--- config.mk ---
export PLATFORM = sky130hd
export DESIGN_NAME = uart_tx_arbiter
export DESIGN_NICKNAME = d
export VERILOG_FILES = /design/src/rtl/uart_tx_arbiter_pkg.sv /design/src/rtl/uart_tx_arbiter_rr_pick.sv /design/src/rtl/uart_tx_arbiter.sv
export SDC_FILE = /design/constraint.sdc
export NUM_CORES = 1
export LEC_CHECK = 0
export BUFFER_PORTS_ARGS = -buffer_cell sky130_fd_sc_hd__buf_2
export CAP_MARGIN = 25
export CORE_UTILIZATION = 40
export DETAILED_ROUTE_END_ITERATION = 10
export PLACE_DENSITY = 0.65
export SLEW_MARGIN = 10
export SYNTH_ARGS = -nofsm -noshare
export SYNTH_HDL_FRONTEND = slang
export SYNTH_HIERARCHICAL = 1
export SYNTH_SLANG_ARGS = --single-unit
--- constraint.sdc ---
create_clock -name clk -period 2.7 [get_ports clk]
set_input_delay 0.54 -clock clk [delete_from_list [all_inputs] [get_ports clk]]
set_output_delay 0.54 -clock clk [all_outputs]
set_load 0.1 [all_outputs]
--- src/rtl/uart_tx_arbiter_pkg.sv ---
// rtl/uart_tx_arbiter_pkg.sv - states and constants shared by the UART transmit arbiter (UART_ARB_TAG_EN adds tag framing)
package uart_tx_arbiter_pkg;

  typedef enum logic [1:0] {
    IDLE      = 2'd0,
    LAUNCH    = 2'd1,
    WAIT_DONE = 2'd2,
    TAG       = 2'd3
  } arb_state_t;

  localparam logic [7:0] TAG_PREFIX         = 8'hA0;
  localparam int         DEFAULT_TX_TIMEOUT = 200000;

  // Tag byte identifies the source requester in its low nibble.
  function automatic logic [7:0] make_tag(input logic [3:0] id);
    return TAG_PREFIX | {4'h0, id};
  endfunction

endpackage

--- src/rtl/uart_tx_arbiter_rr_pick.sv ---
// rtl/uart_tx_arbiter_rr_pick.sv - combinational round-robin picker: first set request after last_i, wrapping
module uart_tx_arbiter_rr_pick #(
  parameter int N    = 4,
  parameter int ID_W = $clog2(N)
) (
  input  logic [N-1:0]    req_i,
  input  logic [ID_W-1:0] last_i,
  output logic [ID_W-1:0] winner_o,
  output logic            any_o
);

  always_comb begin
    int              idx;
    logic [ID_W-1:0] sel;
    idx      = 0;
    sel      = '0;
    winner_o = '0;
    // Walk the ring backwards so the nearest requester after last_i is written last.
    for (int k = N; k >= 1; k--) begin
      idx = int'(last_i) + k;
      if (idx >= N) idx = idx - N;
      sel = ID_W'(idx);
      if (req_i[sel]) winner_o = sel;
    end
  end

  assign any_o = |req_i;

endmodule

--- src/rtl/uart_tx_arbiter.sv ---
// rtl/uart_tx_arbiter.sv - round-robin sharing of one UART transmitter among NUM_REQ byte producers
// Optional UART_ARB_TAG_EN: each grant sends a tag byte (TAG_PREFIX | id) before the payload byte.
module uart_tx_arbiter
  import uart_tx_arbiter_pkg::*;
#(
  parameter int NUM_REQ        = 4,
  parameter int TIMEOUT_CYCLES = DEFAULT_TX_TIMEOUT,
  parameter int ID_W           = $clog2(NUM_REQ)
) (
  input  logic                 clk,
  input  logic                 rst,
  input  logic                 enable,
  input  logic [NUM_REQ-1:0]   req_valid,
  input  logic [NUM_REQ*8-1:0] req_data,
  output logic [NUM_REQ-1:0]   req_ready,
  output logic                 tx_enabled,
  output logic                 tx_start,
  output logic [7:0]           tx_data,
  input  logic                 tx_busy,
  input  logic                 tx_done,
  output logic [ID_W-1:0]      grant_id,
  output logic                 busy,
  output logic                 err_timeout
);

  localparam int CNT_W = $clog2(TIMEOUT_CYCLES + 1);
`ifdef UART_ARB_TAG_EN
  localparam arb_state_t ACCEPT_NEXT = TAG;
`else
  localparam arb_state_t ACCEPT_NEXT = LAUNCH;
`endif

  arb_state_t      state_q, state_d;
  logic [7:0]      tx_data_q, tx_data_d;
  logic [ID_W-1:0] grant_q, grant_d;
  logic [ID_W-1:0] last_q, last_d;
  logic [CNT_W-1:0] cnt_q, cnt_d;
`ifdef UART_ARB_TAG_EN
  logic [7:0]      payload_q, payload_d;
  logic            second_q, second_d;
`endif

  logic [ID_W-1:0] pick_id;
  logic            pick_any;
  logic [7:0]      pick_byte;
  logic            accept;
  logic            timeout_hit;

  uart_tx_arbiter_rr_pick #(.N(NUM_REQ), .ID_W(ID_W)) u_pick (
    .req_i    (req_valid),
    .last_i   (last_q),
    .winner_o (pick_id),
    .any_o    (pick_any)
  );

  // Gated by rst so req_ready reads zero while reset is held.
  assign accept      = (state_q == IDLE) && enable && !tx_busy && pick_any && !rst;
  assign pick_byte   = req_data[{pick_id, 3'b000} +: 8];
  assign timeout_hit = (cnt_q == CNT_W'(TIMEOUT_CYCLES - 1));

  assign tx_enabled = enable;
  assign tx_data    = tx_data_q;
  assign grant_id   = grant_q;

  always_ff @(posedge clk or posedge rst) begin
    if (rst) state_q <= IDLE;
    else     state_q <= state_d;
  end

  always_comb begin
    state_d = state_q;
    case (state_q)
      IDLE:      if (accept) state_d = ACCEPT_NEXT;
      TAG:       state_d = LAUNCH;
      LAUNCH:    state_d = WAIT_DONE;
      WAIT_DONE: begin
        if (tx_done) begin
`ifdef UART_ARB_TAG_EN
          state_d = second_q ? IDLE : LAUNCH;
`else
          state_d = IDLE;
`endif
        end else if (timeout_hit) begin
          state_d = IDLE;
        end
      end
      default:   state_d = IDLE;
    endcase
  end

  always_comb begin
    tx_start    = 1'b0;
    busy        = 1'b1;
    err_timeout = 1'b0;
    req_ready   = '0;
    case (state_q)
      IDLE: begin
        busy = 1'b0;
        if (accept) req_ready = NUM_REQ'(1) << pick_id;
      end
      LAUNCH:    tx_start = 1'b1;
      WAIT_DONE: err_timeout = !tx_done && timeout_hit;
      default:   ;
    endcase
  end

  always_comb begin
    tx_data_d = tx_data_q;
    grant_d   = grant_q;
    last_d    = last_q;
    cnt_d     = cnt_q;
`ifdef UART_ARB_TAG_EN
    payload_d = payload_q;
    second_d  = second_q;
`endif
    case (state_q)
      IDLE: begin
        if (accept) begin
          grant_d = pick_id;
`ifdef UART_ARB_TAG_EN
          payload_d = pick_byte;
          second_d  = 1'b0;
`else
          tx_data_d = pick_byte;
`endif
        end
      end
`ifdef UART_ARB_TAG_EN
      TAG:       tx_data_d = make_tag(4'(grant_q));
`endif
      LAUNCH:    cnt_d = '0;
      WAIT_DONE: begin
        if (tx_done) begin
`ifdef UART_ARB_TAG_EN
          if (!second_q) begin
            tx_data_d = payload_q;
            second_d  = 1'b1;
          end else begin
            last_d = grant_q;
          end
`else
          last_d = grant_q;
`endif
        end else if (timeout_hit) begin
          // Byte is dropped; rotation still advances past this requester.
          last_d = grant_q;
        end else begin
          cnt_d = cnt_q + 1'b1;
        end
      end
      default: ;
    endcase
  end

  always_ff @(posedge clk or posedge rst) begin
    if (rst) begin
      tx_data_q <= '0;
      grant_q   <= '0;
      last_q    <= ID_W'(NUM_REQ - 1);
      cnt_q     <= '0;
`ifdef UART_ARB_TAG_EN
      payload_q <= '0;
      second_q  <= 1'b0;
`endif
    end else begin
      tx_data_q <= tx_data_d;
      grant_q   <= grant_d;
      last_q    <= last_d;
      cnt_q     <= cnt_d;
`ifdef UART_ARB_TAG_EN
      payload_q <= payload_d;
      second_q  <= second_d;
`endif
    end
  end

endmodule

==> metrics.md, run 1 <==
| Metric | Value |
|---|---|
| Die area | `~0.0056 mm^2` |
| DRT iter0 DRCs | `93` |
| NetSw | `1390 uW` |
| Die H | `74.8 um` |
| Synth Register Bits | `32` |
| Area of the multi-input gates | `approximately 0.0013 mm^2` |
| Worst vdd ir | `0.769 mV` |
| Via density | `5.58` |
| Fin util | `0.530` |
| Post-DP HPWL | `3880 um` |
| Synth top area cells | `dfrtp_1 (35%), mux4_2 (8.5%), mux2_2 (4.3%)` |
| Clock Power Share | `0.135` |
| Dominant synthesized flop cell | `dfrtp_1` |
| Final Net Count | `320` |
| Placer Congestion | `0.811` |
| # Post-CTS Setup Buffers | `0` |
| DR DRC count | `0` |
| Tot GR Track Use | `0.211` |
| Initial antenna violation count | `0` |
| Worst-Skew Late Latency | `280 ps` |
| Die width | `between 70 and 80 um` |
| Initial core utilization | `0.415` |
| Ys async rst share | `1.00` |
| Largest net degree at the start of global routing | `16` |
| PwrDens | `964 mW/mm^2` |
| Worst R2R Start | `last_q[1]` |
| Root Buffer | `clkbuf_8` |
| Critical path endpoint category | `output pin` |
| Max frequency | `just over 400 MHz` |
| Post-CTS Hold Buffers | `0` |
| Layout overhead on the synthesized area | `27.8%` |
| Setup tns final | `0 ps` |
| Routed length per instance | `14.7 um` |
| Largest area contributor in the netlist | `dfrtp_1` |
| Type of origin of the critical path | `flip-flop` |
| Crit path max fanout | `8` |
| Routed WL | `~5100 um` |
| Mapped Cells | `210` |
| Max_slew headroom | `0.672` |
| CP peak stage delay | `600 ps` |
| Antenna Cells | `0` |
| Top delay family on crit path | `flip-flops` |
| Leak | `around 0.0013 uW` |
| Critical path cell sequence | `mux2i_1 > o221ai_2 > buf_4 > nor3_4 > buf_12` |
| Sequential share of the synthesized area | `0.379` |
| Outcome | `completed` |
| Post-CTS sizing | `0` |
| Worst-Margin Slew | `approximately 490 ps` |
| # IOs | `59` |
| Setup Crit Path Kind | `flip-flop to output pin` |
| Crit path DAT | `1940 ps` |
| Sequential power share | `0.277` |
| Final period demand of the worst path | `2480 ps` |
| Sink Count | `32` |
| Grt ovf | `0` |
| Most frequent cells in the layout | `buf_2 (53), dfrtp_1 (30), nand2_1 (19)` |
| Post-Route Skew | `4.08 ps` |
| Fillers | `479` |
| Seq. cell area | `about 800 um^2` |
| Buf/Inv on CP | `2` |
| Synth warn | `6` |
| RSZ-0062 raised after global routing | `false` |
| Switching Fraction | `0.533` |
| CTS clk-pin slew, worst paths | `around 60 ps` |
| CP max-delay cell | `dfstp_2` |
| Routed Antenna Nets | `0` |
| Post-synth cell types | `49` |
| Max-Cap Viols | `0` |
| Worst r2r dst | `tx_data[7]` |
| CTS Buf Count | `5` |
| Internal Power | `between 1000 and 1500 uW` |
| Avg Cell Area, Syn | `10.1 um^2` |
| Max Slew Vio Count | `0` |
| Tcrit/Tclk final | `0.918` |
| Final hold vios | `0` |
| Synth top area share | `0.355` |
| Mapped Nets | `255` |
| Vias in the first global route | `slightly below 2000` |
| Critical path data required time | `2160 ps` |
| CTS tree | `done` |
| H-Tree Level Count | `2` |
| First-pass GRT wire length | `about 9000 um` |
| Num rows | `26` |
| Layout cells sized above 1 | `0.388` |
| IO buf count | `58` |
| R2R depth | `6` |
| Most common cell after layout, fill and taps aside | `buf_2` |
| Final setup fails | `0` |
| Reg2reg setup slack | `450 ps` |
| Max clock buf depth | `2` |
| Logic pwr share | `0.588` |
| Post-synth EDFFs | `0` |
| Via count | `1930` |
| Core area | `0.00511 mm^2` |
| Final Instance Area | `0.00271 mm^2` |
| 1st-pass router iterations | `4` |
| DP Area | `~0.0026 mm^2` |
| Cell area after synthesis | `0.00212 mm^2` |
| Hold Crit Class | `primary input to asynchronous set/reset pin` |
[stage by stage]
stage          total power, uW  worst slack (ps)  cells  hold slack [ps]
2_1_floorplan             1940              -132    210              460
3_3_place_gp              2260               297    338              489
3_5_place_dp              2270               282    338              494
4_1_cts                   2630               202    346              222
5_1_grt                   2770              66.3    346              237
6_report                  2610               221    346              223
[kinds of logic (layout without fill, tap and decap cells)]
kind of cell	after synthesis	after routing	synth area share
buffers and inverters	18	84	0.0443
AND/OR/NAND/NOR	85	85	0.235
adder cells (fa/ha/maj)	4	4	0.0236
flip-flops	32	32	0.379
AO/OA/AOI/OAI	48	48	0.157
multiplexers	23	23	0.161
[state kept, by name, indices dropped and copies added, names as in the netlist]
signal and count:
cnt_q 18, grant_id 2, last_q 2, state_q 2, tx_data 8
[power groups by stage]
stage                     Clock (uW)  Combinational [uW]  Sequential (uW)
after global placement             0                1540              724
after CTS                        369                1540              723
final                            352                1530              722
after floorplan                    0                 704             1240
after detailed placement           0                1540              728
after global routing             388                1630              743
[cell type report]
type	instances	area share
Sequential cell	32	0.297
Tap cell	70	0.0324
Inverter	5	0.00693
Multi-Input combinational cell	160	0.463
Clock buffer	8	0.0296
Timing Repair Buffer	71	0.171
[cells in the mapped netlist (2+ instances only)]
library cell and n:
dfrtp_1 30, nand2_1 19, a31oi_1 11, nand3_1 9, mux2_2 8, mux4_2 8
o21ai_0 8, a21oi_1 7, mux2i_1 7, nand4_1 7, nor2_1 7, nor2b_1 6
and3_1 5, inv_1 5, nand2b_1 5, o211ai_1 5, and2_1 4, buf_4 4
clkbuf_1 4, ha_1 4, a211o_1 3, and4_1 3, buf_2 3, nor3_1 3
nor4_1 3, o31ai_1 3, a21o_1 2, dfstp_2 2, nand4_2 2, nor3b_1 2
nor4bb_1 2, o311a_1 2
[per-layer routing]
metal,track usage,wire length [um],vias up
li1,-,-,929
met1,0.267,2310,930
met2,0.348,2380,66
met3,0.0576,341,5
met4,0.0713,46,0
met5,0,0,-
[worst max-delay path by stage]
stage,from,end,slack (ps),cells past startpoint
2_1_floorplan,req_valid[2],req_ready[1],-130,5
3_3_place_gp,req_valid[1],req_ready[2],300,9
3_5_place_dp,req_valid[1],req_ready[2],280,9
4_1_cts,last_q[1],req_ready[0],200,5
5_1_grt,req_valid[3],req_ready[2],70,9
6_report,last_q[1],req_ready[0],220,5
(Power assumes the default switching activity.)
==> run 2: changes to the inputs <==
- PLACE_DENSITY: 0.65 -> 0.67
- clock period: 2.7 -> 2.25 ns (I/O delays scaled with it)
==> run 2 against run 1 <==
Against the previous run:
- clock skew rose by 1.4 ps
- core utilization rose by 2.7 points
- register-to-register slack got worse by 440 ps
- sequential power rose by 19%
- the run now ends with negative setup slack left
- clock power rose by 30%
- first-iteration DRC count fell by 14%
- sequential cell count did not move
- non-clock buffer count rose by 6
- combinational power rose by 26%
==> metrics.md, run 2 (synthesis results as in run 1) <==
| Metric | Value |
|---|---|
| Uppermost layer routed | `met4 (unchanged)` |
| Final Net Count | `326 (was 320)` |
| Post-DP HPWL | `3790 um (was 3880 um)` |
| Crit path max fanout | `7 (was 8)` |
| Sink Count | `32 (unchanged)` |
| Most frequent cells in the layout | `buf_2 (53), dfrtp_1 (29), nand2_1 (18) (was buf_2 (53), dfrtp_1 (30), nand2_1 (19))` |
| DR DRC count | `0 (unchanged)` |
| DP Area | `0.00269 mm^2 (was 0.00263 mm^2)` |
| Num rows | `26 (unchanged)` |
| Reg2reg setup slack | `10 ps (was 450 ps)` |
| Clock Power Share | `0.141 (was 0.135)` |
| R2R depth | `7 (was 6)` |
| IO buf count | `58 (unchanged)` |
| Placer Congestion | `0.810 (was 0.811)` |
| Final hold vios | `0 (unchanged)` |
| Worst vdd ir | `1.10 mV (was 0.769 mV)` |
| WL met2 | `2480 um (was 2380 um)` |
| Setup Crit Path Kind | `flip-flop to output pin (unchanged)` |
| Tot Pwr | `3250 uW (was 2610 uW)` |
| Layout cells sized above 1 | `0.436 (was 0.388)` |
| Largest net degree at the start of global routing | `33 (was 16)` |
| Switching Fraction | `0.522 (was 0.533)` |
| Tot GR Track Use | `0.214 (was 0.211)` |
| Worst-Margin Slew | `495 ps (about the same)` |
| Antenna Cells | `0 (unchanged)` |
| Logic pwr share | `0.594 (was 0.588)` |
| Routed Antenna Nets | `0 (unchanged)` |
| Via density | `5.51 (was 5.58)` |
| Routed WL | `5160 um (was 5080 um)` |
| WL met3 | `312 um (was 341 um)` |
| WL met1 | `2310 um (about the same)` |
| Worst Setup EP | `req_ready[3] (was req_ready[0])` |
| Fillers | `479 (unchanged)` |
| Die width | `74.8 um (unchanged)` |
| Hold Crit Class | `primary input to asynchronous set/reset pin (unchanged)` |
| Initial core utilization | `0.415 (unchanged)` |
| NetSw | `1700 uW (was 1390 uW)` |
| Leak | `0.00132 uW (was 0.00127 uW)` |
| Largest register by flop count | `cnt_q (unchanged)` |
| Post-Route Skew | `5.48 ps (was 4.08 ps)` |
| Vias in the first global route | `1929 (was 1934)` |
| Sequential power share | `0.265 (was 0.277)` |
| Max Slew Vio Count | `0 (unchanged)` |
| Place WS | `123 ps (was 282 ps)` |
| Max reg flops | `18 (unchanged)` |
| Outcome | `finished with violations (was completed)` |
| 1st-pass router iterations | `4 (unchanged)` |
| Core area | `0.00511 mm^2 (unchanged)` |
| Slack of the critical path | `-93.9 ps (was 221 ps)` |
| Most common cell after layout, fill and taps aside | `buf_2 (unchanged)` |
| Root Buffer | `clkbuf_8 (unchanged)` |
| Worst r2r dst | `tx_data[7] (unchanged)` |
| Tcrit/Tclk final | `1.04` |
| Die area | `0.00559 mm^2 (unchanged)` |
| Final setup fails | `3 (was 0)` |
| Critical path endpoint category | `output pin (unchanged)` |
| Max_slew headroom | `0.673 (was 0.672)` |
| Placed instance count | `340 (was 338)` |
| First-pass GRT wire length | `8930 um (was 8870 um)` |
| Worst R2R Start | `last_q[1] (unchanged)` |
| RSZ-0062 raised after global routing | `true (was false)` |
| Non-filler cells, final | `352 (was 346)` |
| Routed length per instance | `14.6 um (was 14.7 um)` |
| CTS Buf Count | `5 (unchanged)` |
| Initial antenna violation count | `0 (unchanged)` |
| Critical path data required time | `1800 ps (was 2160 ps)` |
| CTS tree | `done (unchanged)` |
| Failing checks | `negative setup slack` |
| Grt ovf | `0 (unchanged)` |
| Via count | `1941 (was 1930)` |
| Type of origin of the critical path | `flip-flop (unchanged)` |
| Final period demand of the worst path | `2340 ps` |
| Final hold slack | `272 ps (was 223 ps)` |
| Crit path DAT | `1890 ps (was 1940 ps)` |
| Max clock buf depth | `2 (unchanged)` |
| Layout overhead on the synthesized area | `34.5% (was 27.8%)` |
| H-Tree Level Count | `2 (unchanged)` |
| CTS clk-pin slew, worst paths | `70 ps (was 60 ps)` |
| Post-CTS Hold Buffers | `0 (unchanged)` |
| PwrDens | `1140 mW/mm^2 (was 964 mW/mm^2)` |
| Max frequency | `427 MHz` |
| DRT iter0 DRCs | `80 (was 93)` |
| Die H | `74.8 um (unchanged)` |
| # IOs | `59 (unchanged)` |
| Crit path launch | `last_q[1] (unchanged)` |
| Max-Cap Viols | `0 (unchanged)` |
| Final Instance Area | `0.00285 mm^2 (was 0.00271 mm^2)` |
| Internal Power | `1560 uW (was 1220 uW)` |
| Worst-Skew Late Latency | `290 ps (was 280 ps)` |
-- run 2: worst min path at each step --
stage | start | to | slack [ps] | cells after the start
final | rst | state_q[0] | 270 | 3
after CTS | rst | state_q[0] | 290 | 3
after floorplan | cnt_q[16] | cnt_q[16] | 460 | 1
after global placement | cnt_q[16] | cnt_q[16] | 480 | 1
after detailed placement | tx_data[2] | tx_data[2] | 490 | 1
after global routing | rst | state_q[0] | 320 | 3
-- run 2: critical path, stage by stage, from the launching register on --
cell and delay (ps):
dfstp_2 600, mux2i_2 300, o221ai_4 160, buf_12 160, and3_2 210, buf_12 170
-- run 2: power groups by stage --
| stage | clock network, uW | logic (uW) | registers, uW |
|---|---|---|---|
| floorplan | 0 | 871 | 1490 |
| global placement | 0 | 1850 | 865 |
| detailed placement | 0 | 1870 | 869 |
| CTS | 471 | 1920 | 862 |
| global route | 500 | 2050 | 885 |
| finish | 459 | 1930 | 861 |
-- run 2: repair_timing --
action / in CTS / in global routing
setup endpoints to repair: 5 / 11
buffers inserted: 3 / 1
pin swaps: 0 / 1
resized for setup: 3 / 6
-- run 2: layout make-up --
| cell class | instances | area [um^2] | share of cell area |
|---|---|---|---|
| clock buffers | 8 | 90.1 | 0.0316 |
| inverters | 5 | 18.8 | 0.00659 |
| multi-input cells | 160 | 1320 | 0.464 |
| flip-flops and latches | 32 | 805 | 0.283 |
| well taps | 70 | 87.6 | 0.0308 |
| repair buffers | 77 | 524 | 0.184 |
-- run 2: metrics by stage --
| stage | setup TNS [ps] | utilization |
|---|---|---|
| after floorplan | -402 | - |
| after global placement | 0 | 0.526 |
| after detailed placement | 0 | 0.526 |
| after CTS | -250 | 0.551 |
| after global routing | -738 | 0.557 |
| final | -221 | 0.557 |
-- run 2: routing by layer --
layer,track usage,vias to the layer above
met2,0.362,55
li1,-,948
met1,0.253,932
met3,0.0750,6
met5,0,-
met4,0.0692,0
